--- src/rtl/mult_seq_param.sv ---
// Sequential shift-and-add multiplier, one multiplier bit per CALC cycle.
// Signed operands are multiplied as magnitudes; the sign is applied in FIX.
module mult_seq_param #(
    parameter int WIDTH      = 16,
    parameter bit EARLY_EXIT = 1'b0
) (
    input  logic                 clk,
    input  logic                 reset,
    input  logic                 init,
    input  logic                 signed_mode,
    input  logic [WIDTH-1:0]     op_a,
    input  logic [WIDTH-1:0]     op_b,
    output logic [2*WIDTH-1:0]   result,
    output logic                 busy,
    output logic                 DONE
);

    localparam int CW = $clog2(WIDTH + 1);

    typedef enum logic [2:0] {
        IDLE,
        LOAD,
        CALC,
        FIX,
        DONE_ST
    } state_t;

    state_t             state_q, state_d;
    logic [WIDTH-1:0]   a_raw_q, a_raw_d;
    logic [WIDTH-1:0]   b_raw_q, b_raw_d;
    logic               sgn_q, sgn_d;
    logic [2*WIDTH-1:0] a_long_q, a_long_d;
    logic [WIDTH-1:0]   b_long_q, b_long_d;
    logic [2*WIDTH-1:0] acc_q, acc_d;
    logic [CW-1:0]      count_q, count_d;
    logic               neg_q, neg_d;
    logic [2*WIDTH-1:0] result_q, result_d;

    logic [WIDTH-1:0]   mag_a, mag_b;

    // Negating the most negative value wraps back to 2^(WIDTH-1), which is
    // exactly the magnitude wanted when read as unsigned.
    always_comb begin
        mag_a = (sgn_q && a_raw_q[WIDTH-1]) ? -a_raw_q : a_raw_q;
        mag_b = (sgn_q && b_raw_q[WIDTH-1]) ? -b_raw_q : b_raw_q;
    end

    always_comb begin
        state_d  = state_q;
        a_raw_d  = a_raw_q;
        b_raw_d  = b_raw_q;
        sgn_d    = sgn_q;
        a_long_d = a_long_q;
        b_long_d = b_long_q;
        acc_d    = acc_q;
        count_d  = count_q;
        neg_d    = neg_q;
        result_d = result_q;
        case (state_q)
            IDLE: begin
                if (init) begin
                    a_raw_d = op_a;
                    b_raw_d = op_b;
                    sgn_d   = signed_mode;
                    state_d = LOAD;
                end
            end
            LOAD: begin
                a_long_d = {{WIDTH{1'b0}}, mag_a};
                b_long_d = mag_b;
                acc_d    = '0;
                count_d  = CW'(WIDTH);
                neg_d    = sgn_q & (a_raw_q[WIDTH-1] ^ b_raw_q[WIDTH-1]);
                state_d  = CALC;
            end
            CALC: begin
                if (b_long_q[0]) begin
                    acc_d = acc_q + a_long_q;
                end
                a_long_d = a_long_q << 1;
                b_long_d = b_long_q >> 1;
                count_d  = count_q - CW'(1);
                if (count_d == '0 || (EARLY_EXIT && b_long_d == '0)) begin
                    state_d = FIX;
                end
            end
            FIX: begin
                result_d = neg_q ? -acc_q : acc_q;
                state_d  = DONE_ST;
            end
            DONE_ST: begin
                state_d = IDLE;
            end
            default: begin
                state_d = IDLE;
            end
        endcase
    end

    always_ff @(posedge clk or posedge reset) begin
        if (reset) begin
            state_q  <= IDLE;
            a_raw_q  <= '0;
            b_raw_q  <= '0;
            sgn_q    <= 1'b0;
            a_long_q <= '0;
            b_long_q <= '0;
            acc_q    <= '0;
            count_q  <= '0;
            neg_q    <= 1'b0;
            result_q <= '0;
        end else begin
            state_q  <= state_d;
            a_raw_q  <= a_raw_d;
            b_raw_q  <= b_raw_d;
            sgn_q    <= sgn_d;
            a_long_q <= a_long_d;
            b_long_q <= b_long_d;
            acc_q    <= acc_d;
            count_q  <= count_d;
            neg_q    <= neg_d;
            result_q <= result_d;
        end
    end

    assign result = result_q;
    assign busy   = (state_q != IDLE);
    assign DONE   = (state_q == DONE_ST);

endmodule

--- config.mk ---
export PLATFORM = sky130hd
export DESIGN_NAME = mult_seq_param
export DESIGN_NICKNAME = d
export VERILOG_FILES = /design/src/rtl/mult_seq_param.sv
export SDC_FILE = /design/constraint.sdc
export NUM_CORES = 1
export LEC_CHECK = 0
export CELL_PAD_IN_SITES_DETAIL_PLACEMENT = 0
export CELL_PAD_IN_SITES_GLOBAL_PLACEMENT = 1
export CORE_UTILIZATION = 49
export CTS_CLUSTER_DIAMETER = 80
export CTS_CLUSTER_SIZE = 8
export DETAILED_ROUTE_END_ITERATION = 8
export GPL_TIMING_DRIVEN = 0
export PLACE_DENSITY_LB_ADDON = 0.12
export SYNTH_ARGS = -nofsm -noshare
export SYNTH_HDL_FRONTEND = slang
export SYNTH_SLANG_ARGS = --single-unit
--- constraint.sdc ---
create_clock -name clk -period 15.4 [get_ports clk]
set_input_delay 3.08 -clock clk [delete_from_list [all_inputs] [get_ports clk]]
set_output_delay 3.08 -clock clk [all_outputs]
set_load 0.005 [all_outputs]
# Yosys cells after proc, flatten, opt, wreduce, memory -nomap -nowiden
# Index checks and enable logic that the tools add are counted.
# W data, S select, Z words.
[totals]
register_bits = 154
output_inout_bits = 34
in_bits = 36
[op_classes]
reduce_logical = 9
mux = 11
add_sub_neg = 5
bitwise_logic = 2
n_eq_ne = 7
[op_table]
columns = ["cell", "n"]
rows = [
  ["$pmux W32 S2", 2],
  ["$mux W32", 2],
  ["$add A32 B32 Y32", 1],
  ["$mux W16", 2],
  ["$neg A16 Y16", 2],
  ["$neg A32 Y32", 1],
  ["$pmux W16 S2", 1],
  ["$pmux W3 S4", 1],
  ["$pmux W5 S2", 1],
  ["$eq A3 B2 Y1 const B", 2],
  ["$mux W3", 2],
  ["$ne A2 B2 Y1 const B", 3],
  ["$reduce_and A2 Y1", 3],
  ["$logic_not A5 Y1", 1],
  ["$sub A5 B1 Y5 const B", 1],
  ["$eq A3 B1 Y1 const B", 1],
  ["$eq A3 B3 Y1 const B", 1],
  ["$logic_not A3 Y1", 1],
  ["$reduce_bool A3 Y1", 1],
  ["$logic_and A1 B1 Y1", 2],
  ["$reduce_bool A2 Y1", 1],
  ["$and A1 B1 Y1", 1],
  ["$xor A1 B1 Y1", 1],
]

# Longest topological paths before layout
# Gate-level depths: netlist (run 1).
[depth]
depth_word = 4
ltp_mapped = 11
ltp_nobuf = 11

# Worst setup path after synthesis (run 1)
# No wires, ideal clock.
[synth_timing]
path_kind = "input to register"
from = "in init"
to = "reg a_raw_q[10]"
path_buffers = 1
t_required_ps = 15275
path_slack_ps = 11088
t_arrival_ps = 4187
cell_stages = 4
cell_sequence = "nand2b_1 -> nor3_1 -> clkbuf_1 -> mux2_2"
[synth_via]
elab_chain_len = 1
[synth_lines]
columns = ["element", "line", "source"]
rows = [
  ["from (decl)", "9", "input logic init,"],
  ["$reduce_and A2 Y1 (no source line)", "-", ""],
  ["to (signal assigned)", "114", "a_raw_q <= a_raw_d;"],
  ["to (decl)", "29", "logic [WIDTH-1:0] a_raw_q, a_raw_d;"],
]
# No other way between the ends.
# A chain may end at the register's enable or synchronous reset.

# Worst setup path after layout (run 1)
[layout_timing]
from = "reg state_q[1]"
to = "out busy"
[layout_via]
elab_chain_len = 1
[layout_lines]
columns = ["element", "line", "source"]
rows = [
  ["from (decl)", "28", "state_t state_q, state_d;"],
  ["from (signal assigned)", "113", "state_q <= state_d;"],
  ["$reduce_bool A3 Y1", "127", "assign busy = (state_q != IDLE);"],
  ["to (decl)", "14", "output logic busy,"],
]
# No other way between the ends.

==> flow_summary.json, run 1 <==
{
  "fin_tns_setup_ns": 0,
  "cts_tree": "yes",
  "slew_headroom": 0.520,
  "root_buffer": "clkbuf_16",
  "ys.flop_type": "dfrtp_1",
  "worst-slew-pin-transition_ns": 0.720,
  "synth_nets": 978,
  "final.period_utilization": 0.323,
  "grt_overflow": 0,
  "die_h_um": 134,
  "grt_start_max_net_pins": 87,
  "drive_gt1_frac": 0.0645,
  "rsz0062_at_grt": "no",
  "setup_viol": 0,
  "die_w_um": 134,
  "wl_per_cell_um": 15.5,
  "async_flop_share": 1.00,
  "drc": 0,
  "hold_end": "count_q[4]",
  "status": "finished clean",
  "final_area_mm2": 0.0101,
  "dpl-instance-area_mm2": 0.00960,
  "r2r-start": "acc_q[0]",
  "syn-mean-instance-area_um2": 9.50,
  "cellLeakagePower_nw": 4.36,
  "hold_path_class": "flop to flop",
  "hold_viol_final": 0,
  "htree_levels": 4,
  "p_per_area_mw_per_mm2": 209,
  "dp.cells": 1200,
  "synth_cells": 905,
  "synthTopCellsByArea": "dfrtp_1 45%, o21ai_0 6.7%, ha_1 5.2%, nand2_1 4.5%, xnor2_1 4.3%",
  "worstPathRequired_ns": 12.32,
  "fin_cells": 1233,
  "skew_ns": 0.00661,
  "max_clock_freq_ghz": 0.201,
  "antenna_found_initial": 0,
  "vias_per_cell": 5.48,
  "r2r_cells": 11,
  "grt_pass1_vias": 6328,
  "coreArea_mm2": 0.0172,
  "drt_wl_total_um": 19100,
  "vdd_drop_max_uv": 105,
  "grt_pass1_wl_um": 32000,
  "final_net_count": 1068,
  "grt_util_all_layers": 0.227,
  "critPathMaxFanout": 10,
  "arrival_ns": 1.89,
  "cts_resized": 0,
  "crit_type": "flop to output pin",
  "cp-end-kind": "output pin",
  "die_area_mm2": 0.0181,
  "areaGrowthSynthToFinish_pct": 18.0,
  "vias": 6751,
  "cts_buffers": 17,
  "drt_iter0_drc": 309,
  "cap_violations": 0,
  "holdWs_ns": 0.463,
  "cts_setup_buffers": 0,
  "cts_hold_buffers": 0,
  "gp_congestion": 0.860,
  "r2r-end": "acc_q[30]",
  "fin_crit_ns": 4.97,
  "hpwl_um": 14400,
  "synth-edff-count": 0,
  "ant_nets": 0,
  "clk_pin_slew_ns": 0.06,
  "clk_path_buf_depth": 2,
  "cts_sinks": 154,
  "clock_latency_ns": 0.42,
  "yosys.area.top_type": "dfrtp_1",
  "std_cell_rows": 48,
  "start_util": 0.499,
  "hp-start": "count_q[4]",
  "yosysSeqAreaShare": 0.448,
  "synth_top_area_share": 0.448,
  "drv_slew": 0,
  "hold_depth": 1,
  "ios": 70,
  "r2r_slack_ns": 12.34,
  "cp-start-kind": "flop",
  "n_antenna_cell": 0,
  "netlist_area_mm2": 0.00860,
  "ys_ff_latch": 154,
  "dr.pass1.iters": 5,
  "portBuffers": 69,
  "yosysWarnings": 0,
  "yosys.cell_types.count": 60
}
power by group:
group	leakage, nW	switching (mW)	internal (mW)
sequential	2.00	0.170	0.568
clock	0.254	0.164	0.222
combinational	2.11	0.551	0.449
total	4.36	0.884	1.24
critical path, cell delays in order, from the launching register on:
cell	delay, ns
dfrtp_1	0.38
clkbuf_1	0.22
or3_1	0.41
clkdlybuf4s50_1	0.46
area by class of cell:
type                            instances  area (µm²)
Multi-Input combinational cell        683        4490
Sequential cell                       154        3850
Clock inverter                         11        97.6
Fill cell                            1541        7090
Timing Repair Buffer                   71         726
Buffer                                 46         173
Inverter                               22        87.6
Tap cell                              225         282
Clock buffer                           21         440
cells by family (layout without fill, tap and decap cells):
logic type / Yosys count / after routing / synth area share
multiplexers: 31 / 31 / 0.0397
XOR/XNOR: 83 / 83 / 0.0845
flip-flops: 154 / 154 / 0.448
adder cells (fa/ha/maj): 37 / 37 / 0.0547
buffers and inverters: 68 / 171 / 0.0297
AND/OR/NAND/NOR: 249 / 249 / 0.141
AO/OA/AOI/OAI: 283 / 283 / 0.202
metal layers:
metal,routed length (µm),global-route usage,vias to the layer above
met5,0,0,-
met4,325,0.0737,0
met3,637,0.0353,20
met2,8730,0.359,124
met1,9370,0.320,3150
li1,-,-,3457
flip-flops by register name, indices dropped and copies added, names as in the netlist:
signal / cells
a_long_q: 32
acc_q: 32
result: 32
a_raw_q: 16
b_long_q: 16
b_raw_q: 16
count_q: 5
state_q: 3
neg_q: 1
sgn_q: 1
placed cells by master, fill, tap and decap left out, types with 9 or more instances in the layout:
master and count:
or3_1 9, a21o_1 11, mux2_2 25, nor2_1 41
dfrtp_1 154, o21ai_1 11, a21oi_1 42, inv_1 21
o31ai_1 16, ha_1 36, nand2_1 104, nand3_1 30
clkdlybuf4s50_1 69, a22o_1 17, clkbuf_1 46, nor3_1 15
xnor2_1 42, xor2_1 41, o21ai_0 115, a22oi_1 29
clkbuf_16 17
worst max path at each step:
stage | startpoint | endpoint | slack [ns] | cells past startpoint
global placement | reset | result[3] | 6.27 | 2
CTS | state_q[1] | busy | 10.41 | 3
detailed placement | init | a_raw_q[4] | 10.30 | 5
floorplan | reset | a_long_q[0] | 8.17 | 1
global route | state_q[1] | DONE | 10.36 | 3
finish | state_q[1] | busy | 10.43 | 3
cells in the mapped netlist, types with 22 or more instances:
cell,instances
inv_1,22
a22oi_1,29
xor2_1,41
a21oi_1,42
mux2_2,25
ha_1,36
xnor2_1,42
o21ai_0,115
nand3_1,30
clkbuf_1,42
nor2_1,41
nand2_1,104
dfrtp_1,154
metrics by stage:
| step | worst slack (ns) | total power, mW | util |
|---|---|---|---|
| 2_1_floorplan | 8.17 | 1.44 | - |
| 3_3_place_gp | 6.27 | 1.73 | 0.555 |
| 3_5_place_dp | 10.30 | 1.75 | 0.557 |
| 4_1_cts | 10.41 | 2.14 | 0.588 |
| 5_1_grt | 10.36 | 2.31 | 0.589 |
| 6_report | 10.43 | 2.12 | 0.589 |
Note: power is estimated with default switching activity, not from simulation.
==> run 2: changes to the inputs <==
--- a/config.mk
+++ b/config.mk
@@ -7,7 +7,7 @@
 export LEC_CHECK = 0
 export CELL_PAD_IN_SITES_DETAIL_PLACEMENT = 0
 export CELL_PAD_IN_SITES_GLOBAL_PLACEMENT = 1
-export CORE_UTILIZATION = 49
+export CORE_UTILIZATION = 41
 export CTS_CLUSTER_DIAMETER = 80
 export CTS_CLUSTER_SIZE = 8
 export DETAILED_ROUTE_END_ITERATION = 8
==> constraint.sdc (replaced) <==
create_clock -name clk -period 4.5 [get_ports clk]
set_input_delay 0.9 -clock clk [delete_from_list [all_inputs] [get_ports clk]]
set_output_delay 0.9 -clock clk [all_outputs]
set_load 0.005 [all_outputs]
==> flow_summary.json, run 2 (same netlist as run 1, synthesis figures left out) <==
{
  "status": "finished clean",
  "cellLeakagePower_nw": 4.42,
  "grt_util_all_layers": 0.197,
  "final_cell_mix": "154 x dfrtp_1, 115 x o21ai_0, 104 x nand2_1",
  "max_clock_freq_ghz": 0.320,
  "die_h_um": 147,
  "grt_overflow": 0,
  "skew_ns": 0.00986,
  "worstPathCellList": "ha_1 > inv_1 > fa_1 > nor2b_1 > o211ai_1 > a211oi_1 > o21ai_0 > a21oi_1 > o21ai_0 > and3b_1 > o31ai_1",
  "areaGrowthSynthToFinish_pct": 20.2,
  "grt_pass1_wl_um": 33400,
  "dpl-instance-area_mm2": 0.00971,
  "multi_input_area_mm2": 0.00449,
  "die_w_um": 147,
  "rsz0062_at_grt": "no",
  "critPathMaxStageDelay_ns": 0.48,
  "die_area_mm2": 0.0216,
  "cts_tree": "yes",
  "cts_resized": 0,
  "cts_buffers": 17,
  "final_area_mm2": 0.0103,
  "coreArea_mm2": 0.0204,
  "arrival_ns": 3.46,
  "highest_layer": "met4",
  "fin_cells": 1279,
  "root_buffer": "clkbuf_16",
  "crit_slowest_cell": "dfrtp_1",
  "htree_levels": 4,
  "cp-start-kind": "flop",
  "std_cell_rows": 52,
  "worst-slew-pin-transition_ns": 0.794,
  "dr.pass1.iters": 5,
  "worstPathRequired_ns": 4.83,
  "drt_wl_total_um": 20000,
  "critPathMaxFanout": 5,
  "clk_pin_slew_ns": 0.06,
  "clk_path_buf_depth": 2,
  "drv_slew": 0,
  "gp_congestion": 0.794,
  "drt_iter0_drc": 269,
  "hpwl_um": 15700,
  "p_per_area_mw_per_mm2": 723,
  "final_net_count": 1070,
  "vias": 6727,
  "ios": 70,
  "n_fill_cell": 1969,
  "setup_viol": 0,
  "cts_sinks": 154,
  "hold_viol_final": 0,
  "cap_violations": 0,
  "cp-end-kind": "flop",
  "regArea_mm2": 0.00385,
  "layout_commonest_cell": "dfrtp_1",
  "n_antenna_cell": 0,
  "grt_start_max_net_pins": 43,
  "final.period_utilization": 0.695,
  "crit_type": "flop to flop",
  "drc": 0,
  "cts_setup_buffers": 0,
  "clock_latency_ns": 0.43,
  "start_util": 0.422,
  "ant_nets": 0,
  "portBuffers": 69,
  "slew_headroom": 0.468,
  "wl_met2_um": 9180,
  "vias_per_cell": 5.26,
  "cp_common_cell": "o21ai_0",
  "dp.cells": 1248,
  "wl_met3_um": 628,
  "drive_gt1_frac": 0.0684,
  "hold_path_class": "flop to flop",
  "fin_crit_ns": 3.13,
  "antenna_found_initial": 0,
  "wl_per_cell_um": 15.6,
  "grt_pass1_vias": 6520,
  "vdd_drop_max_uv": 286,
  "cts_hold_buffers": 0,
  "wl_met1_um": 9940,
  "fin_tns_setup_ns": 0
}
==> run 2: cell count changes in the layout (fill, tap and decap cells not counted) <==
cell / delta
clkbuf_8: +1
nor3b_2: +1
buf_12: +4
inv_6: -2
buf_16: -1
clkbuf_4: -1
clkinv_2: -2
nor3b_1: -1
clkinv_4: +1
clkbuf_1: -2
bufinv_16: +3
==> run 2: worst max-delay path, delay by kind of cell (launching register included) <==
family / cells / cell delay (ns)
buffers and inverters: 1 / 0.06
DFF: 1 / 0.48
and+or+nand+nor: 2 / 0.36
AOI/OAI and AO/OA: 6 / 1.49
adders and majority gates: 2 / 0.65
==> run 2: worst paths after layout <==
path,startpoint,to,slack [ns],depth (start not counted)
setup reg to reg,acc_q[0],acc_q[30],1.37,11
min in group asynchronous,reset,b_raw_q[0],0.84,2
setup / recovery,acc_q[0],acc_q[30],1.37,11
hold / removal,count_q[4],count_q[4],0.46,1
hold reg to reg,count_q[4],count_q[4],0.46,1
max in group asynchronous,reset,acc_q[3],2.68,5
==> run 2: routing by layer <==
layer	track usage	up-vias
met2	0.315	123
met3	0.0301	18
li1	-	3468
met1	0.275	3118
met5	0	-
met4	0.0583	0
==> run 2: layout make-up <==
| cell class | instances | share of cell area |
|---|---|---|
| Multi-Input combinational cell | 683 | 0.435 |
| Sequential cell | 154 | 0.373 |
| Timing Repair Buffer | 73 | 0.0746 |
| Clock buffer | 20 | 0.0432 |
| Tap cell | 270 | 0.0327 |
| Buffer | 46 | 0.0167 |
| Clock inverter | 11 | 0.0165 |
| Inverter | 22 | 0.00836 |
==> run 2: through the flow <==
stage	utilization	hold WS, ns	total power, mW	setup WS [ns]
4_1_cts	0.507	0.462	7.55	1.40
3_3_place_gp	0.473	0.447	5.98	0.278
5_1_grt	0.507	0.505	8.13	1.17
6_report	0.507	0.464	7.47	1.37
2_1_floorplan	-	0.435	4.92	1.66
3_5_place_dp	0.477	0.454	6.02	1.39
==> run 2: where the power goes <==
group | total, mW | switching, mW | internal (mW)
registers | 2.52 | 0.580 | 1.94
logic | 3.43 | 1.90 | 1.54
clock network | 1.51 | 0.572 | 0.940
